**src/rtl/pkg_elevador.sv**
```systemverilog
// Shared encodings for the elevator call manager.
// FSM states and travel directions.
package pkg_elevador;

  localparam logic [1:0] OCIOSO   = 2'b00;
  localparam logic [1:0] SUBINDO  = 2'b01;
  localparam logic [1:0] DESCENDO = 2'b10;
  localparam logic [1:0] PORTA    = 2'b11;

  localparam logic SOBE  = 1'b0;
  localparam logic DESCE = 1'b1;

endpackage

```
**src/rtl/seletor_direcao.sv**
```systemverilog
// Pending-request position relative to the cabin.
// Pure combinational; out-of-range floors give aqui=0.
module seletor_direcao #(
  parameter int NUM_ANDARES = 4,
  parameter int ANDAR_W     = $clog2(NUM_ANDARES)
) (
  input  logic [NUM_ANDARES-1:0] i_pendentes,
  input  logic [ANDAR_W-1:0]     i_andar_atual,
  output logic                   o_acima,
  output logic                   o_abaixo,
  output logic                   o_aqui
);

  logic [NUM_ANDARES-1:0] w_ge;
  logic [NUM_ANDARES-1:0] w_gt;

  // w_ge: floors >= current, w_gt: floors > current
  assign w_ge = {NUM_ANDARES{1'b1}} << i_andar_atual;
  assign w_gt = w_ge << 1;

  assign o_acima  = |(i_pendentes & w_gt);
  assign o_abaixo = |(i_pendentes & ~w_ge);
  assign o_aqui   = |(i_pendentes & w_ge & ~w_gt);

endmodule

```
**src/rtl/gerenciador_chamadas.sv**
```systemverilog
// Elevator call latch and SCAN cabin controller.
// Drives motor up/down and door-open levels.
module gerenciador_chamadas
  import pkg_elevador::*;
#(
  parameter int NUM_ANDARES = 4,
  parameter int ANDAR_W     = $clog2(NUM_ANDARES),
  parameter int TEMPO_PORTA = 8
) (
  input  logic                   clk,
  input  logic                   reset,
  input  logic [NUM_ANDARES-1:0] pulso_chamada,
  input  logic [ANDAR_W-1:0]     andar_atual,
  input  logic                   chegou,
  output logic [NUM_ANDARES-1:0] pendentes,
  output logic                   motor_sobe,
  output logic                   motor_desce,
  output logic                   porta_aberta,
  output logic [1:0]             estado
);

  localparam int CW = (TEMPO_PORTA > 1) ? $clog2(TEMPO_PORTA) : 1;
  localparam logic [CW-1:0] CARGA = CW'(TEMPO_PORTA - 1);
  localparam logic [NUM_ANDARES-1:0] UM = NUM_ANDARES'(1);

  logic [1:0]             r_estado;
  logic                   r_dir;
  logic [CW-1:0]          r_cont;
  logic [NUM_ANDARES-1:0] r_pend;

  logic [1:0]             w_prox;
  logic                   w_dir_prox;
  logic [NUM_ANDARES-1:0] w_limpa;
  logic                   w_acima;
  logic                   w_abaixo;
  logic                   w_aqui;

  seletor_direcao #(
    .NUM_ANDARES(NUM_ANDARES),
    .ANDAR_W    (ANDAR_W)
  ) u_sel (
    .i_pendentes  (r_pend),
    .i_andar_atual(andar_atual),
    .o_acima      (w_acima),
    .o_abaixo     (w_abaixo),
    .o_aqui       (w_aqui)
  );

  // Clearing the served floor wins over a new press of it
  assign w_limpa = (r_estado == PORTA) ? (UM << andar_atual) : '0;

  always_ff @(posedge clk or negedge reset) begin
    if (!reset) begin
      r_pend <= '0;
    end else begin
      r_pend <= (r_pend | pulso_chamada) & ~w_limpa;
    end
  end

  always_ff @(posedge clk or negedge reset) begin
    if (!reset) begin
      r_estado <= OCIOSO;
      r_dir    <= SOBE;
      r_cont   <= '0;
    end else begin
      r_estado <= w_prox;
      r_dir    <= w_dir_prox;
      if (w_prox == PORTA && r_estado != PORTA) begin
        r_cont <= CARGA;
      end else if (r_estado == PORTA && r_cont != '0) begin
        r_cont <= r_cont - 1'b1;
      end
    end
  end

  always_comb begin
    w_prox     = r_estado;
    w_dir_prox = r_dir;
    unique case (r_estado)
      OCIOSO: begin
        if (w_aqui) begin
          w_prox = PORTA;
        end else if (w_acima) begin
          w_prox     = SUBINDO;
          w_dir_prox = SOBE;
        end else if (w_abaixo) begin
          w_prox     = DESCENDO;
          w_dir_prox = DESCE;
        end
      end
      SUBINDO: begin
        if (chegou) begin
          if (w_aqui) begin
            w_prox = PORTA;
          end else if (w_acima) begin
            w_prox = SUBINDO;
          end else if (w_abaixo) begin
            w_prox     = DESCENDO;
            w_dir_prox = DESCE;
          end else begin
            w_prox = OCIOSO;
          end
        end
      end
      DESCENDO: begin
        if (chegou) begin
          if (w_aqui) begin
            w_prox = PORTA;
          end else if (w_abaixo) begin
            w_prox = DESCENDO;
          end else if (w_acima) begin
            w_prox     = SUBINDO;
            w_dir_prox = SOBE;
          end else begin
            w_prox = OCIOSO;
          end
        end
      end
      PORTA: begin
        if (r_cont == '0) begin
          if (r_dir == SOBE && w_acima) begin
            w_prox = SUBINDO;
          end else if (r_dir == DESCE && w_abaixo) begin
            w_prox = DESCENDO;
          end else if (w_acima) begin
            w_prox     = SUBINDO;
            w_dir_prox = SOBE;
          end else if (w_abaixo) begin
            w_prox     = DESCENDO;
            w_dir_prox = DESCE;
          end else begin
            w_prox = OCIOSO;
          end
        end
      end
      default: w_prox = OCIOSO;
    endcase
  end

  always_comb begin
    motor_sobe   = (r_estado == SUBINDO);
    motor_desce  = (r_estado == DESCENDO);
    porta_aberta = (r_estado == PORTA);
  end

  assign pendentes = r_pend;
  assign estado    = r_estado;

endmodule
```
**config.mk**
```make
export PLATFORM = sky130hd
export DESIGN_NAME = gerenciador_chamadas
export DESIGN_NICKNAME = d
export VERILOG_FILES = /design/src/rtl/pkg_elevador.sv /design/src/rtl/seletor_direcao.sv /design/src/rtl/gerenciador_chamadas.sv
export SDC_FILE = /design/constraint.sdc
export NUM_CORES = 1
export LEC_CHECK = 0
export ABC_CLOCK_PERIOD_IN_PS = 2300
export BUFFER_PORTS_ARGS = -buffer_cell sky130_fd_sc_hd__buf_2
export CAP_MARGIN = 0
export CELL_PAD_IN_SITES_DETAIL_PLACEMENT = 0
export CELL_PAD_IN_SITES_GLOBAL_PLACEMENT = 1
export CORE_UTILIZATION = 38
export CTS_CLUSTER_SIZE = 30
export DETAILED_ROUTE_END_ITERATION = 6
export GPL_ROUTABILITY_DRIVEN = 0
export PLACE_DENSITY = 0.84
export SYNTH_ARGS = -nofsm -noshare
export SYNTH_HDL_FRONTEND = slang
export SYNTH_SLANG_ARGS = --single-unit
export TNS_END_PERCENT = 5
```
**constraint.sdc**
```tcl
create_clock -name clk -period 2.3 [get_ports clk]
set_input_delay 0.23 -clock clk [delete_from_list [all_inputs] [get_ports clk]]
set_output_delay 0.23 -clock clk [all_outputs]
set_load 0.02 [all_outputs]
```
==> results of run 1 <==
==> power groups by stage <==
stage,Combinational [uW],Sequential (uW),Clock (uW)
3_5_place_dp,751,332,0
2_1_floorplan,525,360,0
5_1_grt,847,343,174
4_1_cts,759,329,168
6_report,751,329,167
3_3_place_gp,751,330,0
==> flip-flops by register name, summed over array words and instances, names as in the netlist <==
| name | count |
|---|---|
| r_cont | 3 |
| pendentes | 4 |
| r_dir | 1 |
| estado | 2 |
==> critical path: cells and delay by family (launching register included) <==
family	cells	cell delay, ps
AO/OA/AOI/OAI	5	780
adder cells (fa/ha/maj)	1	270
buffers and inverters	1	120
flip-flops	1	480
AND/OR/NAND/NOR	1	310
==> final timing paths <==
kind / from / cells past startpoint / end / slack [ps]
hold reg to reg: r_cont[1]$_DFFE_PN0P_ / 2 / r_cont[1]$_DFFE_PN0P_ / 530
max in group asynchronous: reset / 2 / estado[1]$_DFF_PN0_ / 1760
setup reg to reg: estado[0]$_DFF_PN0_ / 8 / r_cont[1]$_DFFE_PN0P_ / 210
setup / recovery: estado[0]$_DFF_PN0_ / 8 / r_cont[1]$_DFFE_PN0P_ / 210
min in group asynchronous: reset / 2 / r_cont[1]$_DFFE_PN0P_ / 350
hold / removal: pulso_chamada[3] / 2 / pendentes[3]$_DFF_PN0_ / 170
==> layer usage <==
metal  GRT usage (%)  wire (um)  up-vias
li1                -          -      373
met1            23.5        866      341
met2            33.7        848       20
met3            6.79         82        2
met4            5.00         11        0
met5               0          0        -
==> per-stage QoR <==
step                utilization, %  instances
global placement              46.6        137
global route                  48.9        142
finish                        48.9        142
floorplan                        -         93
detailed placement            46.6        137
CTS                           48.9        142
==> what timing repair did <==
action                                 in CTS  in global routing
setup buffers                               0                  0
resized for setup                           0                  0
hold buffers                                1                  0
endpoints found under the hold margin      10                  0
==> area by class of cell <==
cell class,count,area (um2)
Fill cell,210,1000
Tap cell,27,33.8
Sequential cell,10,250
Clock buffer,4,36.3
Multi-Input combinational cell,72,499
Inverter,10,37.5
Timing Repair Buffer,19,103
==> cell usage after synthesis (2+ instances only) <==
library cell	n	area (um2)
nand2_1	11	41.3
dfrtp_1	10	250
inv_1	10	37.5
nor2_1	9	33.8
ha_1	7	87.6
o21ai_0	7	35.0
and2_1	5	31.3
a21oi_1	3	15.0
o211ai_1	3	22.5
a31oi_1	2	12.5
o21a_1	2	15.0
o22a_1	2	17.5
==> kinds of logic (layout without fill, tap and decap cells) <==
logic type | Yosys count | count (layout) | share of synthesized area [%]
fa+ha+maj | 7 | 7 | 11.1
mux | 1 | 1 | 2.84
simple gates | 31 | 31 | 18.0
xor+xnor | 2 | 2 | 2.21
buf+inv | 11 | 33 | 5.37
flops | 10 | 10 | 31.6
compound gates | 31 | 31 | 28.9
==> flow_metrics.py, run 1 <==
metrics = {
    "status": {
        "status": "complete, no violations",
    },
    "route": {
        "drtAntennaViolNets": 0,
        "drc": 0,
        "drt_iter0_drc": 9,
        "firstDrtPassIters": 4,
        "vias": 736,
        "avgViaCountPerCell": 5.18,
        "totalWireLength_mm": 1.81,
        "wl_per_cell_um": 12.7,
    },
    "worst_setup_path": {
        "path_cells": "inv_1, ha_1, or2_2, a31oi_2, a21boi_2, a211oi_1, o211ai_2, o211ai_1",
        "max_stage_delay_ps": 480,
        "cp.required_ps": 2450,
        "crit_path_end_kind": "flop",
        "crit_path_start_kind": "flop",
        "crit_fanout": 7,
        "slowest_stage": "dfrtp_1",
        "crit_type": "flop to flop",
        "crit_arrival_ps": 2240,
    },
    "die": {
        "io_pins": 18,
        "start_util_pct": 40.4,
        "rows": 16,
        "die_w_um": 47.7,
        "die_area_um2": 2270,
        "core-area_um2": 1960,
        "die_y_um": 47.7,
    },
    "clocking": {
        "clk_latency_ps": 280,
        "path_clk_slew_ps": 70,
        "cts_buffers": 3,
        "clockBufferDepth": 2,
        "root_buffer": "clkbuf_4",
        "h-tree-depth": 1,
        "cts_tree": "built",
        "cts.sinks": 10,
    },
    "finish": {
        "area_delta_synth_final_pct": 21.2,
        "stdcell_area_um2": 960,
        "drive_above_1_share_pct": 24.3,
        "final_common_cell": "buf_2",
        "fin_nets": 132,
        "final_cell_mix": "buf_2 (17), nand2_1 (11), inv_1 (10), dfrtp_1 (10), nor2_1 (9)",
        "diodes": 0,
    },
    "pwr": {
        "p_switching_uw": 587,
        "p_clk_share_pct": 13.4,
        "ir_drop_mv": 0.691,
        "p_leak_uw": 0.000430,
        "power_uw": 1250,
        "combPwrFrac_pct": 60.2,
        "p_seq_share_pct": 26.4,
        "p_per_area_nw_per_um2": 1300,
        "swShare_pct": 47.0,
        "p_int_uw": 660,
    },
    "timing": {
        "hold_ws_ps": 172,
        "slew_headroom_pct": 75.2,
        "rsz0062_at_grt": "no",
        "finalWorstSetupSlack_ps": 207,
        "finClkSkew_ps": 0.718,
        "post-route-period-util_pct": 91.0,
        "final-hold-violation-count": 0,
        "fin_tns_setup_ps": 0,
        "period_minus_slack_ps": 2090,
        "slew_violations": 0,
        "max_freq_mhz": 478,
        "worst_pin_slew_ps": 371,
        "setup_violations": 0,
    },
    "placement": {
        "dp_hpwl_mm": 1.40,
        "port_buffers": 17,
        "dp_slack_ps": 208,
        "place_area_um2": 913,
    },
    "yosys": {
        "async_flop_share_pct": 100,
        "synth_seq_cells": 10,
        "synth-edff-count": 0,
        "synth.yosys.warnings": 0,
        "synthCells": 93,
        "seq_area_frac_synth_pct": 31.6,
        "ys.flop_type": "dfrtp_1",
        "ys_types": 34,
        "synth_area_um2": 792,
        "avgSynthCellArea_um2": 8.52,
        "synthesis.nets": 109,
    },
    "global_route": {
        "antenna_found_initial": 0,
        "grt_util_all_layers_pct": 19.6,
        "grt_pass1_wl_mm": 2.99,
        "grt_pass1_vias": 679,
        "grt_start_max_net_pins": 11,
        "overflow": 0,
    },
    "job": {
        "cap_viol_max_count": 0,
    },
    "hold_path": {
        "min_path_type": "input pin to flop",
    },
}
Note: power is estimated with default switching activity, not from simulation.
==> run 2: changes to the inputs <==
--- a/config.mk
+++ b/config.mk
@@ -5,16 +5,16 @@
 export SDC_FILE = /design/constraint.sdc
 export NUM_CORES = 1
 export LEC_CHECK = 0
-export ABC_CLOCK_PERIOD_IN_PS = 2300
-export BUFFER_PORTS_ARGS = -buffer_cell sky130_fd_sc_hd__buf_2
+export ABC_CLOCK_PERIOD_IN_PS = 2700
 export CAP_MARGIN = 0
 export CELL_PAD_IN_SITES_DETAIL_PLACEMENT = 0
 export CELL_PAD_IN_SITES_GLOBAL_PLACEMENT = 1
-export CORE_UTILIZATION = 38
+export CORE_UTILIZATION = 48
 export CTS_CLUSTER_SIZE = 30
 export DETAILED_ROUTE_END_ITERATION = 6
+export DONT_BUFFER_PORTS = 1
 export GPL_ROUTABILITY_DRIVEN = 0
-export PLACE_DENSITY = 0.84
+export PLACE_DENSITY = 0.89
 export SYNTH_ARGS = -nofsm -noshare
 export SYNTH_HDL_FRONTEND = slang
 export SYNTH_SLANG_ARGS = --single-unit
==> constraint.sdc (replaced) <==
create_clock -name clk -period 2.7 [get_ports clk]
set_input_delay 0.27 -clock clk [delete_from_list [all_inputs] [get_ports clk]]
set_output_delay 0.27 -clock clk [all_outputs]
set_load 0.02 [all_outputs]
==> flow_metrics.py, run 2 (synthesis gave the netlist of run 1 again) <==
metrics = {
    "status": {
        "status": "complete, no violations",
    },
    "clocking": {
        "cts-hold-fix-buffers": 1,
        "path_clk_slew_ps": 70,
        "h-tree-depth": 1,
        "cts.repair.resized": 0,
        "cts_buffers": 3,
        "post_cts_buffers": 0,
        "clk_latency_ps": 270,
        "cts.sinks": 10,
        "cts_tree": "built",
        "clockBufferDepth": 2,
        "root_buffer": "clkbuf_4",
    },
    "route": {
        "totalWireLength_mm": 1.73,
        "drt_iter0_drc": 30,
        "drc": 0,
        "drtAntennaViolNets": 0,
        "vias": 725,
        "wl_per_cell_um": 15.1,
        "firstDrtPassIters": 4,
        "avgViaCountPerCell": 6.30,
    },
    "finish": {
        "final_common_cell": "nand2_1",
        "fin_cells": 115,
        "largest_reg_flops": 4,
        "area_delta_synth_final_pct": 9.64,
        "diodes": 0,
        "fin_nets": 116,
        "stdcell_area_um2": 868,
        "drive_above_1_share_pct": 12.1,
        "final_cell_mix": "nand2_1 (11), inv_1 (10), dfrtp_1 (10), nor2_1 (9)",
    },
    "timing": {
        "final-hold-violation-count": 0,
        "slew_violations": 0,
        "worst_pin_slew_ps": 479,
        "fin_tns_setup_ps": 0,
        "post-route-period-util_pct": 86.4,
        "hold_ws_ps": 98.3,
        "max_freq_mhz": 429,
        "slew_headroom_pct": 68.0,
        "rsz0062_at_grt": "no",
        "finClkSkew_ps": 0.666,
        "period_minus_slack_ps": 2330,
        "setup_violations": 0,
    },
    "worst_setup_path": {
        "crit_type": "flop to flop",
        "crit_arrival_ps": 2470,
        "crit_path_start_kind": "flop",
        "cp.required_ps": 2840,
        "crit_fanout": 7,
        "crit_path_end_kind": "flop",
    },
    "pwr": {
        "swShare_pct": 47.4,
        "p_leak_uw": 0.000371,
        "p_per_area_nw_per_um2": 1170,
        "ir_drop_mv": 0.551,
        "p_switching_uw": 483,
        "combPwrFrac_pct": 56.3,
        "p_clk_share_pct": 13.4,
        "power_uw": 1020,
        "p_int_uw": 537,
        "p_seq_share_pct": 30.2,
    },
    "job": {
        "cap_viol_max_count": 0,
    },
    "hold_path": {
        "min_path_type": "input pin to flop",
    },
    "die": {
        "die_area_um2": 1820,
        "core-area_um2": 1520,
        "start_util_pct": 52.0,
        "die_y_um": 42.6,
        "rows": 14,
        "die_w_um": 42.6,
        "io_pins": 18,
    },
    "placement": {
        "dpl.cell_count": 110,
        "port_buffers": 0,
        "place_area_um2": 822,
        "dp_hpwl_mm": 1.37,
    },
    "global_route": {
        "grt_pass1_vias": 660,
        "antenna_found_initial": 0,
        "grt_start_max_net_pins": 11,
        "grt_util_all_layers_pct": 21.0,
        "grt_pass1_wl_mm": 2.84,
        "overflow": 0,
    },
}
## run 2: cell types whose count changed in the layout (fill, tap and decap cells not counted)
cell,before,now
buf_2,17,0
buf_4,1,2
## run 2: power groups by stage
stage | Clock (uW) | Sequential (uW) | Combinational, uW
global placement | 0 | 306 | 560
finish | 137 | 308 | 575
global route | 146 | 320 | 641
detailed placement | 0 | 310 | 570
CTS | 140 | 307 | 579
floorplan | 0 | 307 | 448
## run 2: final timing paths
path	start	to	slack, ps	cells after the start
worst min-delay path	andar_atual[0]	pendentes[1]$_DFF_PN0_	100	1
min in group asynchronous	reset	r_cont[2]$_DFFE_PN0P_	390	1
worst max register to register	estado[0]$_DFF_PN0_	r_cont[1]$_DFFE_PN0P_	370	8
worst max-delay path	estado[0]$_DFF_PN0_	r_cont[1]$_DFFE_PN0P_	370	8
max in group asynchronous	reset	pendentes[3]$_DFF_PN0_	1980	1
worst min register to register	r_cont[1]$_DFFE_PN0P_	r_cont[1]$_DFFE_PN0P_	510	2
## run 2: through the flow
stage                     utilization (%)  worst slack [ps]
after floorplan                         -               576
after global placement               53.9               467
after detailed placement             53.9               380
after CTS                            57.0               344
after global routing                 57.0               246
final                                57.0               367
## run 2: area by class of cell
| cell class | count | area [um2] |
|---|---|---|
| fill | 152 | 656 |
| timing repair buffer | 3 | 25.0 |
| clock buffer | 4 | 36.3 |
| inverter | 10 | 37.5 |
| tap | 16 | 20.0 |
| multi-input combinational | 72 | 499 |
| sequential | 10 | 250 |
## run 2: critical path, cell delays in order, from the launching register on
cell      delay (ps)
dfrtp_1          590
inv_1            150
ha_1             350
or2_2            330
a31oi_2          210
a21boi_2         180
a211oi_1          60
o211ai_2         210
o211ai_1         120
## run 2: metal layers
metal | GRT usage, % | up-vias | wire, um
met5 | 0 | - | 0
met4 | 7.50 | 0 | 25
met3 | 4.74 | 4 | 59
met2 | 32.1 | 19 | 837
met1 | 28.9 | 357 | 810
li1 | - | 345 | -
==> run 3: changes to the inputs <==
--- a/config.mk
+++ b/config.mk
@@ -13,8 +13,9 @@
 export CTS_CLUSTER_SIZE = 30
 export DETAILED_ROUTE_END_ITERATION = 6
 export DONT_BUFFER_PORTS = 1
-export GPL_ROUTABILITY_DRIVEN = 0
+export GPL_ROUTABILITY_DRIVEN = 1
 export PLACE_DENSITY = 0.89
+export REMOVE_ABC_BUFFERS = 1
 export SYNTH_ARGS = -nofsm -noshare
 export SYNTH_HDL_FRONTEND = slang
 export SYNTH_SLANG_ARGS = --single-unit
==> flow_metrics.py, run 3 (synthesis gave the netlist of run 1 again) <==
metrics = {
    "status": {
        "status": "complete, no violations",
    },
    "timing": {
        "worst_pin_slew_ps": 509,
        "final-hold-violation-count": 0,
        "slew_headroom_pct": 66.0,
        "setup_violations": 0,
        "max_freq_mhz": 483,
        "fin_tns_setup_ps": 0,
        "hold_ws_ps": 97.9,
        "finClkSkew_ps": 4.30,
        "slew_violations": 0,
        "post-route-period-util_pct": 76.7,
        "rsz0062_at_grt": "no",
        "period_minus_slack_ps": 2070,
    },
    "placement": {
        "place_area_um2": 830,
        "gp_congestion": 0.774,
        "dp_hpwl_mm": 1.42,
        "port_buffers": 0,
    },
    "finish": {
        "area_delta_synth_final_pct": 10.6,
        "stdcell_area_um2": 876,
        "diodes": 0,
        "fillers": 142,
        "final_cell_mix": "nand2_1 (11), inv_1 (10), dfrtp_1 (10), nor2_1 (9)",
        "fin_nets": 117,
        "final_util_pct": 57.5,
        "multiInputGateArea_um2": 499,
        "final_common_cell": "nand2_1",
        "drive_above_1_share_pct": 13.0,
        "largest_reg_flops": 4,
        "seq_area_um2": 250,
    },
    "route": {
        "firstDrtPassIters": 4,
        "drc": 0,
        "avgViaCountPerCell": 6.11,
        "wl_per_cell_um": 15.5,
        "vias": 709,
        "drt_iter0_drc": 17,
        "drtAntennaViolNets": 0,
        "totalWireLength_mm": 1.80,
    },
    "global_route": {
        "grt_start_max_net_pins": 11,
        "antenna_found_initial": 0,
        "overflow": 0,
        "grt_pass1_wl_mm": 2.90,
        "grt_pass1_vias": 669,
        "grt_util_all_layers_pct": 21.8,
    },
    "die": {
        "start_util_pct": 52.0,
        "core-area_um2": 1520,
        "rows": 14,
        "die_w_um": 42.6,
        "io_pins": 18,
        "die_y_um": 42.6,
        "die_area_um2": 1820,
    },
    "clocking": {
        "cts_buffers": 3,
        "h-tree-depth": 1,
        "cts.sinks": 10,
        "cts.repair.resized": 0,
        "clockBufferDepth": 2,
        "root_buffer": "clkbuf_4",
        "clk_latency_ps": 270,
        "path_clk_slew_ps": 70,
        "cts_tree": "built",
    },
    "worst_setup_path": {
        "cp.required_ps": 2840,
        "crit_path_end_kind": "flop",
        "crit_path_start_kind": "flop",
        "crit_arrival_ps": 2210,
        "path_cells": "inv_1, ha_1, or2_2, a31oi_2, a21boi_2, a211oi_1, o211ai_2, o211ai_1",
        "crit_fanout": 6,
        "crit_type": "flop to flop",
        "max_stage_delay_ps": 390,
        "slowest_stage": "dfrtp_1",
    },
    "pwr": {
        "power_uw": 1030,
        "ir_drop_mv": 0.660,
        "p_per_area_nw_per_um2": 1180,
        "p_leak_uw": 0.000376,
    },
    "job": {
        "cap_viol_max_count": 0,
    },
    "hold_path": {
        "min_path_type": "input pin to flop",
    },
}
## run 3: metrics by stage
stage,worst slack (ps),instances
final,630,116
after global placement,711,111
after global routing,448,116
after CTS,626,116
after floorplan,564,92
after detailed placement,640,111
## run 3: repair_timing
action	CTS	global route
buffers inserted	0	0
hold endpoints to repair	10	0
hold buffers	1	0
setup endpoints to repair	0	0
## run 3: final timing paths
| check | startpoint | end | slack, ps | depth (start not counted) |
|---|---|---|---|---|
| worst max-delay path | estado[1]$_DFF_PN0_ | r_cont[1]$_DFFE_PN0P_ | 630 | 8 |
| worst min-delay path | andar_atual[0] | pendentes[1]$_DFF_PN0_ | 100 | 1 |
| worst max register to register | estado[1]$_DFF_PN0_ | r_cont[1]$_DFFE_PN0P_ | 630 | 8 |
| worst min register to register | r_cont[1]$_DFFE_PN0P_ | r_cont[1]$_DFFE_PN0P_ | 520 | 2 |
| max in group asynchronous | reset | pendentes[1]$_DFF_PN0_ | 1960 | 1 |
| min in group asynchronous | reset | estado[1]$_DFF_PN0_ | 400 | 1 |
## run 3: cell type report
type | count | area share, %
multi-input combinational | 72 | 57.0
clock buffer | 4 | 4.14
timing repair buffer | 4 | 3.71
inverter | 10 | 4.29
sequential | 10 | 28.6
tap | 16 | 2.29
## run 3: layer usage
layer | part of all wire [%] | up-vias | wire length, um | track usage [%]
li1 | - | 344 | - | -
met1 | 45 | 335 | 817 | 27.2
met2 | 48 | 25 | 866 | 35.2
met3 | 5.1 | 5 | 92 | 5.60
met4 | 1.3 | 0 | 23 | 9.38
met5 | 0 | - | 0 | 0
## run 3: report_power, final
part           total (uW)  switching (uW)  internal (uW)
registers             286            75.2            211
logic                 604             353            252
clock network         141            58.6           82.0
## run 3: critical path: cells and delay by family, from the launching register on
family / cells / cell delay [ps]
AOI/OAI and AO/OA: 5 / 780
adders and majority gates: 1 / 320
buffers and inverters: 1 / 90
DFF: 1 / 390
and+or+nand+nor: 1 / 360
